$ cat src/rtl/secure_reg_arb.sv
// Two-requester register block: one CFG register {lock, we, re} that gates
// access to the DATA registers. Requesters are served one at a time, round-robin.
module secure_reg_arb #(
  parameter int unsigned DW   = 8,
  parameter int unsigned NREG = 4
) (
  input  logic                         clk,
  input  logic                         rst,
  input  logic [1:0]                   req_valid,
  input  logic [1:0]                   req_write,
  input  logic [2*$clog2(NREG)-1:0]    req_addr,
  input  logic [2*DW-1:0]              req_wdata,
  output logic [1:0]                   req_ready,
  output logic [1:0]                   rsp_valid,
  input  logic [1:0]                   rsp_ready,
  output logic [DW-1:0]                rsp_rdata,
  output logic                         rsp_err,
  output logic [2:0]                   cfg_q
);

  localparam int unsigned AW = $clog2(NREG);

  typedef enum logic [1:0] {StIdle, StAccess, StResp} state_e;

  state_e          state_q, state_d;
  logic            rr_q;
  logic            gnt_q;
  logic [AW-1:0]   addr_q;
  logic            write_q;
  logic [DW-1:0]   wdata_q;
  logic [DW-1:0]   data_q [NREG];
  logic [DW-1:0]   rdata_q;
  logic            err_q;

  logic            any_valid;
  logic            gnt_idx;
  logic            rsp_hs;
  logic            addr_ok;
  logic            is_cfg;
  logic            cfg_wr;
  logic            data_wr;
  logic            acc_err;
  logic [DW-1:0]   acc_rdata;

  assign any_valid = |req_valid;
  // rr only breaks ties; a lone requester always wins
  assign gnt_idx   = (req_valid == 2'b11) ? rr_q : req_valid[1];
  assign rsp_hs    = (state_q == StResp) && rsp_ready[gnt_q];
  assign addr_ok   = 32'(addr_q) < NREG;
  assign is_cfg    = (addr_q == '0);

  always_ff @(posedge clk) begin
    if (rst) begin
      state_q <= StIdle;
    end else begin
      state_q <= state_d;
    end
  end

  always_comb begin
    state_d = state_q;
    unique case (state_q)
      StIdle:   if (any_valid) state_d = StAccess;
      StAccess: state_d = StResp;
      StResp:   if (rsp_hs) state_d = StIdle;
      default:  state_d = StIdle;
    endcase
  end

  // Access decode uses the CFG value from before this transaction
  always_comb begin
    acc_err   = 1'b0;
    acc_rdata = '0;
    cfg_wr    = 1'b0;
    data_wr   = 1'b0;
    if (!addr_ok) begin
      acc_err = 1'b1;
    end else if (is_cfg) begin
      if (write_q) begin
        if (cfg_q[2]) acc_err = 1'b1;
        else          cfg_wr  = 1'b1;
      end else begin
        acc_rdata = DW'(cfg_q);
      end
    end else if (write_q) begin
      if (cfg_q[1]) data_wr = 1'b1;
      else          acc_err = 1'b1;
    end else begin
      if (cfg_q[0]) acc_rdata = data_q[addr_q];
      else          acc_err   = 1'b1;
    end
  end

  always_ff @(posedge clk) begin
    if (rst) begin
      rr_q    <= 1'b0;
      gnt_q   <= 1'b0;
      addr_q  <= '0;
      write_q <= 1'b0;
      wdata_q <= '0;
      cfg_q   <= 3'b000;
      rdata_q <= '0;
      err_q   <= 1'b0;
      for (int i = 0; i < int'(NREG); i++) data_q[i] <= '0;
    end else begin
      if (state_q == StIdle && any_valid) begin
        gnt_q   <= gnt_idx;
        addr_q  <= gnt_idx ? req_addr[2*AW-1:AW] : req_addr[AW-1:0];
        write_q <= req_write[gnt_idx];
        wdata_q <= gnt_idx ? req_wdata[2*DW-1:DW] : req_wdata[DW-1:0];
      end
      if (state_q == StAccess) begin
        rdata_q <= acc_rdata;
        err_q   <= acc_err;
        if (cfg_wr)  cfg_q          <= wdata_q[2:0];
        if (data_wr) data_q[addr_q] <= wdata_q;
      end
      if (rsp_hs) rr_q <= ~gnt_q;
    end
  end

  always_comb begin
    req_ready = 2'b00;
    rsp_valid = 2'b00;
    rsp_rdata = '0;
    rsp_err   = 1'b0;
    if (!rst) begin
      unique case (state_q)
        StIdle: if (any_valid) req_ready[gnt_idx] = 1'b1;
        StResp: begin
          rsp_valid[gnt_q] = 1'b1;
          rsp_rdata        = rdata_q;
          rsp_err          = err_q;
        end
        default: ;
      endcase
    end
  end

endmodule

$ cat config.mk
export PLATFORM = sky130hd
export DESIGN_NAME = secure_reg_arb
export DESIGN_NICKNAME = d
export VERILOG_FILES = /design/src/rtl/secure_reg_arb.sv
export SDC_FILE = /design/constraint.sdc
export NUM_CORES = 1
export LEC_CHECK = 0
export BUFFER_PORTS_ARGS = -buffer_cell sky130_fd_sc_hd__buf_2
export CAP_MARGIN = 10
export CELL_PAD_IN_SITES_DETAIL_PLACEMENT = 0
export CELL_PAD_IN_SITES_GLOBAL_PLACEMENT = 1
export CORE_AREA = 2 2 92 111
export CTS_CLUSTER_DIAMETER = 200
export DETAILED_ROUTE_END_ITERATION = 6
export DIE_AREA = 0 0 94 113
export PLACE_DENSITY_LB_ADDON = 0.05
export SLEW_MARGIN = 0
export SYNTH_ARGS = -nofsm -noshare
export SYNTH_HDL_FRONTEND = slang
export SYNTH_SLANG_ARGS = --single-unit
$ cat constraint.sdc
create_clock -name clk -period 1.8 [get_ports clk]
set_input_delay 0.09 -clock clk [delete_from_list [all_inputs] [get_ports clk]]
set_output_delay 0.09 -clock clk [all_outputs]
set_load 0.1 [all_outputs]
After elaboration in Yosys (flattened, before gate mapping)

Memory sizes are Yosys's and may differ from the RTL's. A register that Yosys moved wholly into a read port is not among the register bits.
Cells that the tools add are included.

Register bits: 27
RAM bits: 32
Output and inout bits: 16
Word-level logic and storage cells: 80
Memories kept: 1

Magnitude comparators: 4
Equal/unequal tests: 5
Mux-type cells: 50
Bitwise operators: 1
Reductions and logical operators: 10

Memories:

| memory | words | width | read ports | clocked after Yosys merged registers in | write ports | RTL line | text |
|---|---|---|---|---|---|---|---|
| data_q | 4     | 8     | 1          | 1                                       | 4           | 31       | `logic [DW-1:0] data_q [NREG];` |

Operator list:

| operator                                                   | number |
|---|---|
| 2-to-1 mux 8 bit                                           | 7 |
| 2-to-1 mux 1 bit                                           | 28 |
| 2-to-1 mux 2 bit                                           | 11 |
| OR reduction 8 bit                                         | 1 |
| case mux 2 bit (3 select lines)                            | 1 |
| == test 2 bit, second input constant                       | 2 |
| logical AND 1 bit                                          | 4 |
| logical NOT 2 bit                                          | 2 |
| less-than comparator 1 x 2 -> 1 bit, second input constant | 2 |
| != test 2 bit, second input constant                       | 2 |
| AND reduction 2 bit                                        | 2 |
| 2-to-1 mux 3 bit                                           | 1 |
| demux 1 bit (select 1 bit)                                 | 2 |
| == test 2 x 1 -> 1 bit, second input constant              | 1 |
| greater-or-equal comparator 1 bit, second input constant   | 2 |
| OR reduction 2 bit                                         | 1 |
| NOT 1 bit                                                  | 1 |

Logic depth before layout (Yosys ltp)

Gate-level depths: netlist of run 1.

Depth after elaboration: 9
Mapped depth: 5
Depth with buffers taken out: 3

Worst setup path after synthesis of run 1

Ideal clock, no wire load.

Path kind: register to output
Start point: register state_q[0]
End point: output req_ready[0]
Data arrival time: 3.028 ns
Required time: 1.710 ns
Setup slack: -1.318 ns
Cell stages (with the launch flop): 5
Cell sequence: dfxtp_1 > nor2_1 > buf_2 > nand2_1 > a211oi_1

Word-level cells in the longest chain between the ends: 3

Ends and longest elaborated chain:

| item                   | RTL line | text |
|---|---|---|
| start, declared        | 25       | `state_e state_q, state_d;` |
| start signal, assigned | 54       | `state_q <= StIdle;` |
| start signal, assigned | 56       | `state_q <= state_d;` |
| logical NOT 2 bit      | 128      | `unique case (state_q)` |
| 2-to-1 mux 2 bit       | 128      |  |
| 2-to-1 mux 2 bit       | 127      | `if (!rst) begin` |
| end, declared          | 13       | `output logic [1:0] req_ready,` |

No other way between the ends.

Worst setup path after layout of run 1

Start point: register rr_q
End point: output req_ready[0]

Word-level cells in the longest chain between the ends: 8

Ends and longest elaborated chain:

| item                                                                                                                  | RTL line | text |
|---|---|---|
| start, declared                                                                                                       | 26       | `logic rr_q;` |
| start signal, assigned                                                                                                | 118      | `if (rsp_hs) rr_q <= ~gnt_q;` |
| 2-to-1 mux 1 bit (*)                                                                                                  | 47       | `assign gnt_idx = (req_valid == 2'b11) ? rr_q : req_valid[1];` |
| less-than comparator 1 x 2 -> 1 bit (not written as such) / greater-or-equal comparator 1 bit (equally long branches) | 129      | `StIdle: if (any_valid) req_ready[gnt_idx] = 1'b1;` |
| logical AND 1 bit (not written as such)                                                                               | 129      |  |
| 2-to-1 mux 1 bit (not written as such)                                                                                | 129      |  |
| demux 1 bit (select 1 bit) (*)                                                                                        | 129      |  |
| 2-to-1 mux 2 bit (*)                                                                                                  | 129      |  |
| 2-to-1 mux 2 bit (*)                                                                                                  | 128      |  |
| 2-to-1 mux 2 bit (*)                                                                                                  | 127      |  |

Mark *: on every way between the ends. The rest lies on a longest branch, timed or not.

==> results of run 1 <==
## sequential cells by signal, summed over array words and instances (netlist names), named ones only
register,flops
state_q,2
err_q,1
rr_q,1
addr_q,2
wdata_q,8
gnt_q,1
cfg_q,3
data_q,32
rdata_q,8
write_q,1
## power by group
group | switching (uW) | total [uW] | internal [uW]
Clock | 625 | 1840 | 1210
Sequential | 78.3 | 1630 | 1550
Combinational | 276 | 480 | 204
Total | 979 | 3950 | 2970
## synth_stat cells (all sizes together)
cell	number	area [um2]
a21oi	18	90.1
or2	3	21.3
and2b	1	8.76
clkbuf	10	67.6
nand2	17	63.8
and2	11	68.8
a32oi	1	8.76
buf	10	71.3
mux2i	2	20.0
inv	3	11.3
or2b	1	8.76
o32ai	1	8.76
nor2	31	116
edfxtp	32	961
a311o	1	10.0
mux4	7	158
a32o	5	50.1
o31ai	1	7.51
nand3b	4	37.5
nor4b	1	15.0
o21ai	16	80.1
nand3	18	90.1
nor3b	1	7.51
nor2b	4	25.0
o21bai	1	7.51
dfxtp	29	581
nand2b	2	12.5
and4b	1	10.0
conb	1	3.75
a2111oi	1	8.76
or4b	1	10.0
nor4	1	21.3
and3b	1	8.76
a211oi	1	7.51
a31oi	4	25.0
a311oi	10	87.6
## path summary, 6_finish.rpt
kind                     start           end  cells after the start
setup / recovery          rr_q  req_ready[0]                      4
hold / removal    req_wdata[2]    wdata_q[2]                      3
hold reg to reg     rdata_q[0]    rdata_q[0]                      2
setup reg to reg    state_q[0]  data_q[3][0]                      3
## critical path, stage by stage (launching register included)
cell	delay, ns
dfxtp_1	0.35
nand2b_1	0.19
buf_4	0.19
a211oi_2	0.31
buf_12	0.21
## stage by stage
step	hold WS, ns	cell area [um2]	cells	util
4_1_cts	0.0395	3690	436	0.388
2_1_floorplan	0.273	2830	259	-
6_report	0.0469	3690	436	0.388
3_3_place_gp	0.382	3370	420	0.354
5_1_grt	0.0605	3690	436	0.388
3_5_place_dp	0.384	3370	420	0.354
## final cells by class
class,count,area [um2]
tap,123,154
fill,962,5820
timing repair buffer,58,523
clock buffer,9,225
multi-input combinational,175,1130
inverter,3,11.3
clock inverter,7,100
sequential,61,1540
## cells in the final DEF, fill, tap and decap left out, types with 2 or more instances in the layout
master and count:
or2_2 2, nand2b_1 2, nand2_1 17, inv_1 3, mux4_2 7, clkinvlp_4 3
a32o_1 5, mux2i_1 2, conb_1 8, buf_12 13, clkinv_4 2, nor2_1 30
clkbuf_16 9, a31oi_1 4, and2_1 11, dfxtp_2 2, dfxtp_1 27, a21oi_1 18
nand3b_1 2, buf_2 30, nand3_1 18, o21ai_1 2, nand3b_2 2, a311oi_1 10
edfxtp_1 32, bufinv_16 2, o21ai_0 14, nor2b_1 3, buf_4 15
## cell families (layout without fill, tap and decap cells)
logic type | count (synthesis) | after routing | share of synthesized area
AO/OA/AOI/OAI | 60 | 60 | 0.140
buffers and inverters | 23 | 77 | 0.0538
flip-flops | 61 | 61 | 0.552
multiplexers | 9 | 9 | 0.0637
other | 1 | 8 | 0.00134
AND/OR/NAND/NOR | 98 | 98 | 0.188
## timing repair
action                                  CTS  global route
endpoints found under the setup margin    0             1
resized for setup                         0             1
hold endpoints to repair                  0             0
## layer usage
metal / vias to the layer above / share of wire / GRT usage
met5: - / 0 / 0
met3: 9 / 0.027 / 0.0226
met4: 0 / 0.017 / 0.0580
met1: 964 / 0.44 / 0.172
li1: 1042 / - / -
met2: 46 / 0.52 / 0.234
==> summary.md, run 1 <==
| Metric | Value |
|---|---|
| Critical Path End Type | `output pin` |
| CTS buffer count | `9` |
| Routed via count | `2061` |
| Crit path time final | `1.67 ns` |
| Final Hold Viols | `0` |
| Worst skew pair latency | `0.32 ns` |
| Initial antenna violation count | `0` |
| Grt ovf | `0` |
| Port Buffers | `43` |
| I/O pin total | `44` |
| First-pass GRT wire length | `11.0 mm` |
| Clk slew on worst S/H paths | `0.06 ns` |
| Ys Warns | `0` |
| DRC Markers | `0` |
| Mapped Area | `0.00279 mm2` |
| LEAKAGE | `0.00135 uW` |
| DR pass1 iterations | `4` |
| Max-cap violations | `0` |
| Syn-to-layout area delta | `32.3%` |
| Status | `finished clean` |
| Setup WS post-layout | `0.133 ns` |
| Clock Skew | `0.00591 ns` |
| CTS tree | `done` |
| CP Data Required Time | `1.71 ns` |
| Worst hold path type | `input pin to flip-flop` |
| Period utilisation layout | `0.926` |
| Setup Fix Bufs, Post-CTS | `0` |
| Startpoint types | `flip-flop` |
| Syn Inst Count | `252` |
| Initial drt markers | `144` |
| # rows | `39` |
| Final Setup Violations | `0` |
| Vias in the first global route | `2065` |
| Cell variety after synth | `42` |
| DP Wirelength | `5.31 mm` |
| Max VDD drop | `491 uV` |
| Gr usage total | `0.138` |
| Fmax | `600 MHz` |
| Fin nets | `336` |
| Worst reg2reg setup slack | `0.25 ns` |
| DRT Wirelength | `6.86 mm` |
| # diodes | `0` |
| Total chip power | `3950 uW` |
| Largest net degree at the start of global routing | `17` |
| Sequential element share of the synthesized area | `0.552` |
| CP max FO | `11` |
| Antenna viol nets, final | `0` |
| Die W | `94 um` |
| CORE AREA | `0.00952 mm2` |
| # hold bufs at CTS | `0` |
| Critical Path AT | `1.58 ns` |
| Syn avg cell area | `11.1 um2` |
| Clk sinks | `61` |
| Worst slack, placed | `0.251 ns` |
| Full die area | `0.0106 mm2` |
| Setup TNS Final | `0 ns` |
| Crit Path Class | `flip-flop to output pin` |
| RSZ-0062 raised after global routing | `false` |
| Share of cells above drive strength 1 | `0.304` |
| Total power per unit cell area | `1070 mW/mm2` |
| Max Slew Vio Count | `0` |
| DR vias/cell | `4.73` |
| GP Congestion | `0.710` |
| Htree depth | `3` |
| Yosys reg bits | `61` |
| Wire per inst | `15.7 um` |
| Initial core utilization | `0.293` |
| Clock root buffer | `clkbuf_16` |
| Die H | `113 um` |
| Deepest clock path buffer count | `2` |
Note: power is estimated with default switching activity, not from simulation.
==> run 2, diff against run 1 <==
--- a/config.mk
+++ b/config.mk
@@ -13,7 +13,7 @@
 export CTS_CLUSTER_DIAMETER = 200
 export DETAILED_ROUTE_END_ITERATION = 6
 export DIE_AREA = 0 0 94 113
-export PLACE_DENSITY_LB_ADDON = 0.05
+export PLACE_DENSITY = 0.54
 export SLEW_MARGIN = 0
 export SYNTH_ARGS = -nofsm -noshare
 export SYNTH_HDL_FRONTEND = slang
==> run 2 against run 1 <==
  * Global-route usage down 0.83 points
  * Sequential power about the same
  * Cell count down 0.69%
  * Clock power down 14%
  * Sequential share of layout area up 0.77 points
  * Flip-flop and latch count unchanged
  * Via count down 1.7%
  * Clock skew about the same
  * Register-to-register slack better by 0.02 ns
  * Critical path type unchanged
  * Largest power group is now registers
==> summary.md, run 2 (synthesis results as in run 1) <==
| Metric | Value |
|---|---|
| Status | `finished clean` |
| Crit path max-delay cell type | `dfxtp_1` |
| Max FFs per register | `32` |
| Worst hold path type | `input pin to flip-flop` |
| Vias in the first global route | `2059` |
| Final Setup Violations | `0` |
| Worst skew pair latency | `0.32 ns` |
| Syn-to-layout area delta | `29.8%` |
| # diodes | `0` |
| Filler cell count | `963` |
| Met2 WL | `3.11 mm` |
| DRT met1 WL | `2.76 mm` |
| Grt ovf | `0` |
| DR top layer | `met4` |
| Setup WS post-layout | `0.139 ns` |
| Total power per unit cell area | `1010 mW/mm2` |
| DP Wirelength | `4.88 mm` |
| Max VDD drop | `344 uV` |
| Max Slew Vio Count | `0` |
| Reg with most FFs | `data_q` |
| Gr usage total | `0.129` |
| Final Hold Viols | `0` |
| Most frequent cells in the layout | `32 x edfxtp_1, 30 x nor2_1, 30 x buf_2` |
| RSZ-0062 raised after global routing | `false` |
| Clock Skew | `0.00576 ns` |
| Largest registers | `data_q x32, rdata_q x8, wdata_q x8` |
| Initial antenna violation count | `0` |
| Met3 Wirelength | `270 um` |
| Largest net degree at the start of global routing | `21` |
| Clk sinks | `61` |
| Share of cells above drive strength 1 | `0.290` |
| Clock root buffer | `clkbuf_16` |
| Setup TNS Final | `0 ns` |
| CP max FO | `11` |
| CTS tree | `done` |
| LEAKAGE | `0.00133 uW` |
| Crit path time final | `1.66 ns` |
| # hold bufs at CTS | `0` |
| Antenna viol nets, final | `0` |
| Startpoint types | `flip-flop` |
| Initial drt markers | `93` |
| Routed via count | `2026` |
| Die W | `94 um` |
| Fin nets | `333` |
| Clk slew on worst S/H paths | `0.05 ns` |
| Slew margin rel. | `0.662` |
| CP Data Required Time | `1.71 ns` |
| DR vias/cell | `4.68` |
| Deepest clock path buffer count | `2` |
| DRC Markers | `0` |
| Worst path max stage delay | `0.45 ns` |
| # rows | `39` |
| I/O pin total | `44` |
| Critical Path End Type | `output pin` |
| Period utilisation layout | `0.923` |
| DR pass1 iterations | `4` |
| Port Buffers | `43` |
| First-pass GRT wire length | `10.5 mm` |
| Initial core utilization | `0.293` |
| Full die area | `0.0106 mm2` |
| Worst slack, placed | `0.242 ns` |
| Critical Path AT | `1.57 ns` |
| CORE AREA | `0.00952 mm2` |
| Wire per inst | `14.4 um` |
| Setup Fix Bufs, Post-CTS | `0` |
| Least-Margin Pin Slew | `0.506 ns` |
| DRT Wirelength | `6.24 mm` |
| Crit Path Class | `flip-flop to output pin` |
| Htree depth | `3` |
| Commonest non-fill, non-tap cell in the layout | `edfxtp_1` |
| CP cell instances | `nor3b_1 > buf_4 > nor2b_2 > buf_12` |
| Max-cap violations | `0` |
| GP Congestion | `0.701` |
| Crit path buf inv count | `2` |
| Crit-path leading delay family | `flip-flops` |
| CTS buffer count | `9` |
| Fmax | `602 MHz` |
| Post-CTS Resized | `0` |
| Die H | `113 um` |
-- run 2: final timing paths --
| check | from | endpoint | slack (ns) | depth (start not counted) |
|---|---|---|---|---|
| hold reg to reg | rdata_q[0] | rdata_q[0] | 0.47 | 2 |
| setup reg to reg | flip-flop | rdata_q[7] | 0.27 | 2 |
| setup / recovery | state_q[1] | rsp_valid[0] | 0.14 | 4 |
| hold / removal | req_wdata[7] | wdata_q[7] | 0.06 | 3 |
-- run 2: routing by layer --
metal / GRT usage / vias to the layer above
met3: 0.0366 / 7
met5: 0 / -
met1: 0.161 / 929
met2: 0.204 / 54
met4: 0.0647 / 0
li1: - / 1036
-- run 2: layout make-up --
cell class	count	area, um2	area share
clock buffer	12	256	0.0708
multi-input combinational	175	1130	0.313
timing repair buffer	55	500	0.138
sequential	61	1540	0.426
tap	123	154	0.0425
clock inverter	4	22.5	0.00622
inverter	3	11.3	0.00311
-- run 2: stage by stage --
stage / std cells / util / hold WS [ns] / power [uW] / instance area [um2]
finish: 433 / 0.381 / 0.0597 / 3670 / 3620
global route: 433 / 0.381 / 0.0495 / 3840 / 3620
CTS: 433 / 0.381 / 0.0489 / 3710 / 3620
detailed placement: 417 / 0.351 / 0.394 / 2120 / 3340
global placement: 417 / 0.351 / 0.394 / 2120 / 3340
floorplan: 259 / - / 0.273 / 1980 / 2830
-- run 2: worst reg2reg max path, stage by stage, from the launching register on --
cell     delay, ns
dfxtp_1       0.63
mux4_2        0.57
a32o_1        0.22
-- run 2: where the power goes --
group | total (uW) | leakage, uW | internal (uW) | switching, uW
combinational | 454 | 0.000625 | 194 | 259
clock | 1580 | 0.000138 | 998 | 583
sequential | 1630 | 0.000565 | 1550 | 79.7
total | 3670 | 0.00133 | 2740 | 922
==> run 3, diff against run 2 <==
--- a/config.mk
+++ b/config.mk
@@ -13,7 +13,7 @@
 export CTS_CLUSTER_DIAMETER = 200
 export DETAILED_ROUTE_END_ITERATION = 6
 export DIE_AREA = 0 0 94 113
-export PLACE_DENSITY = 0.54
+export PLACE_DENSITY = 0.56
 export SLEW_MARGIN = 0
 export SYNTH_ARGS = -nofsm -noshare
 export SYNTH_HDL_FRONTEND = slang
==> constraint.sdc (replaced) <==
create_clock -name clk -period 1.4 [get_ports clk]
set_input_delay 0.07 -clock clk [delete_from_list [all_inputs] [get_ports clk]]
set_output_delay 0.07 -clock clk [all_outputs]
set_load 0.1 [all_outputs]
==> run 3 against run 2 <==
  * The run now ends with setup timing left
  * Sequential power increased by 28%
  * Flip-flop and latch count unchanged
  * Register-to-register slack worse by 0.28 ns
  * Cell area up 12%
  * Clock-buffer cell count unchanged
  * Cell count is 4.4% higher
  * Clock power grew 47%
  * Critical path type unchanged
  * Critical endpoint unchanged
==> summary.md, run 3 (synthesis results as in run 1) <==
| Metric | Value |
|---|---|
| Status | `complete, but fails checks` |
| Violated checks | `setup timing` |
| Largest net degree at the start of global routing | `21` |
| Max FFs per register | `32` |
| Vias in the first global route | `2205` |
| DR vias/cell | `4.65` |
| RSZ-0062 raised after global routing | `true` |
| Crit Path Class | `flip-flop to output pin` |
| Share of cells above drive strength 1 | `0.444` |
| Worst hold path type | `input pin to flip-flop` |
| Critical Path AT | `1.48 ns` |
| Clk sinks | `61` |
| DP Wirelength | `5.04 mm` |
| Htree depth | `3` |
| Total chip power | `5180 uW` |
| Antenna viol nets, final | `0` |
| Full die area | `0.0106 mm2` |
| CORE AREA | `0.00952 mm2` |
| # hold bufs at CTS | `0` |
| Gr usage total | `0.136` |
| Grt ovf | `0` |
| Max Slew Vio Count | `0` |
| Clock root buffer | `clkbuf_16` |
| CTS tree | `done` |
| Fin nets | `352` |
| Clock Skew | `0.00375 ns` |
| Setup WS post-layout | `-0.148 ns` |
| Max-cap violations | `0` |
| Initial antenna violation count | `0` |
| DRT met1 WL | `2.92 mm` |
| Startpoint types | `flip-flop` |
| Final Setup Violations | `29` |
| DRC Markers | `0` |
| Most frequent cells in the layout | `32 x edfxtp_1, 31 x buf_2, 24 x buf_4` |
| Wire per inst | `14.5 um` |
| Met3 Wirelength | `179 um` |
| Crit path time final | `1.55 ns` |
| Syn-to-layout area delta | `45.4%` |
| Deepest clock path buffer count | `2` |
| Reg with most FFs | `data_q` |
| CTS buffer count | `9` |
| CP Data Required Time | `1.33 ns` |
| Met2 WL | `3.31 mm` |
| First-pass GRT wire length | `10.9 mm` |
| Final Hold Viols | `0` |
| Die H | `113 um` |
| Initial drt markers | `51` |
| Largest registers | `data_q x32, rdata_q x8, wdata_q x8` |
| Max VDD drop | `618 uV` |
| Total power per unit cell area | `1280 mW/mm2` |
| I/O pin total | `44` |
| DR top layer | `met4` |
| CP max FO | `6` |
| Period utilisation layout | `1.11` |
| GP Congestion | `0.727` |
| Clk slew on worst S/H paths | `0.05 ns` |
| Commonest non-fill, non-tap cell in the layout | `edfxtp_1` |
| Worst slack, placed | `0.0465 ns` |
| Worst skew pair latency | `0.33 ns` |
| LEAKAGE | `0.00154 uW` |
| Initial core utilization | `0.293` |
| DRT Wirelength | `6.57 mm` |
| Die W | `94 um` |
| DR pass1 iterations | `4` |
| Port Buffers | `43` |
| # rows | `39` |
| # diodes | `0` |
| Critical Path End Type | `output pin` |
| Routed via count | `2100` |
| Fmax | `646 MHz` |
## run 3: cell types whose count changed in the layout (fill, tap and decap cells not counted), moves of 6 or more
cell | previous run | this run
and2_4 | 0 | 9
and2_1 | 11 | 1
nor2_2 | 1 | 7
buf_4 | 12 | 24
nor2_1 | 30 | 19
## run 3: per-layer routing
layer,vias to the layer above,global-route usage
met5,-,0
met4,0,0.0725
met3,11,0.0280
met2,41,0.224
met1,974,0.166
li1,1074,-
## run 3: worst max-delay path, stage by stage, from the launching register on
cell	delay [ns]
dfxtp_4	0.37
nor3b_4	0.26
buf_6	0.18
nor2b_4	0.16
buf_12	0.18
## run 3: power breakdown
part | leakage [uW] | switching, uW | internal [uW]
combinational | 0.000821 | 415 | 355
clock | 0.000150 | 732 | 1600
sequential | 0.000568 | 82.9 | 1990
## run 3: final timing paths
path,startpoint,to,slack [ns],depth (start not counted)
worst max register to register,state_q[1],data_q[2][2],-0.01,4
worst min register to register,rdata_q[0],rdata_q[0],0.48,2
worst max-delay path,state_q[0],rsp_valid[0],-0.15,4
worst min-delay path,req_wdata[4],wdata_q[4],0.03,3
## run 3: cell type report
class | count | area (um2)
clock buffer | 12 | 246
clock inverter | 4 | 71.3
fill | 913 | 5460
inverter | 3 | 11.3
multi-input combinational | 175 | 1340
sequential | 61 | 1560
tap | 123 | 154
timing repair buffer | 74 | 676
## run 3: through the flow
stage,std cells,hold WS [ns],setup TNS [ns],utilization,cell area (um2)
floorplan,259,0.253,-1.05,-,2920
detailed placement,427,0.373,0,0.369,3520
finish,452,0.0291,-1.52,0.426,4060
global route,452,0.0320,-3.19,0.426,4060
CTS,446,0.0230,-1.65,0.411,3910
global placement,427,0.373,0,0.369,3520
## run 3: repair_timing
action	4_1_cts	5_1_grt
gates cloned	1	1
buffers inserted	2	5
setup endpoints to repair	13	58
pin swaps	11	6
resized for setup	25	28
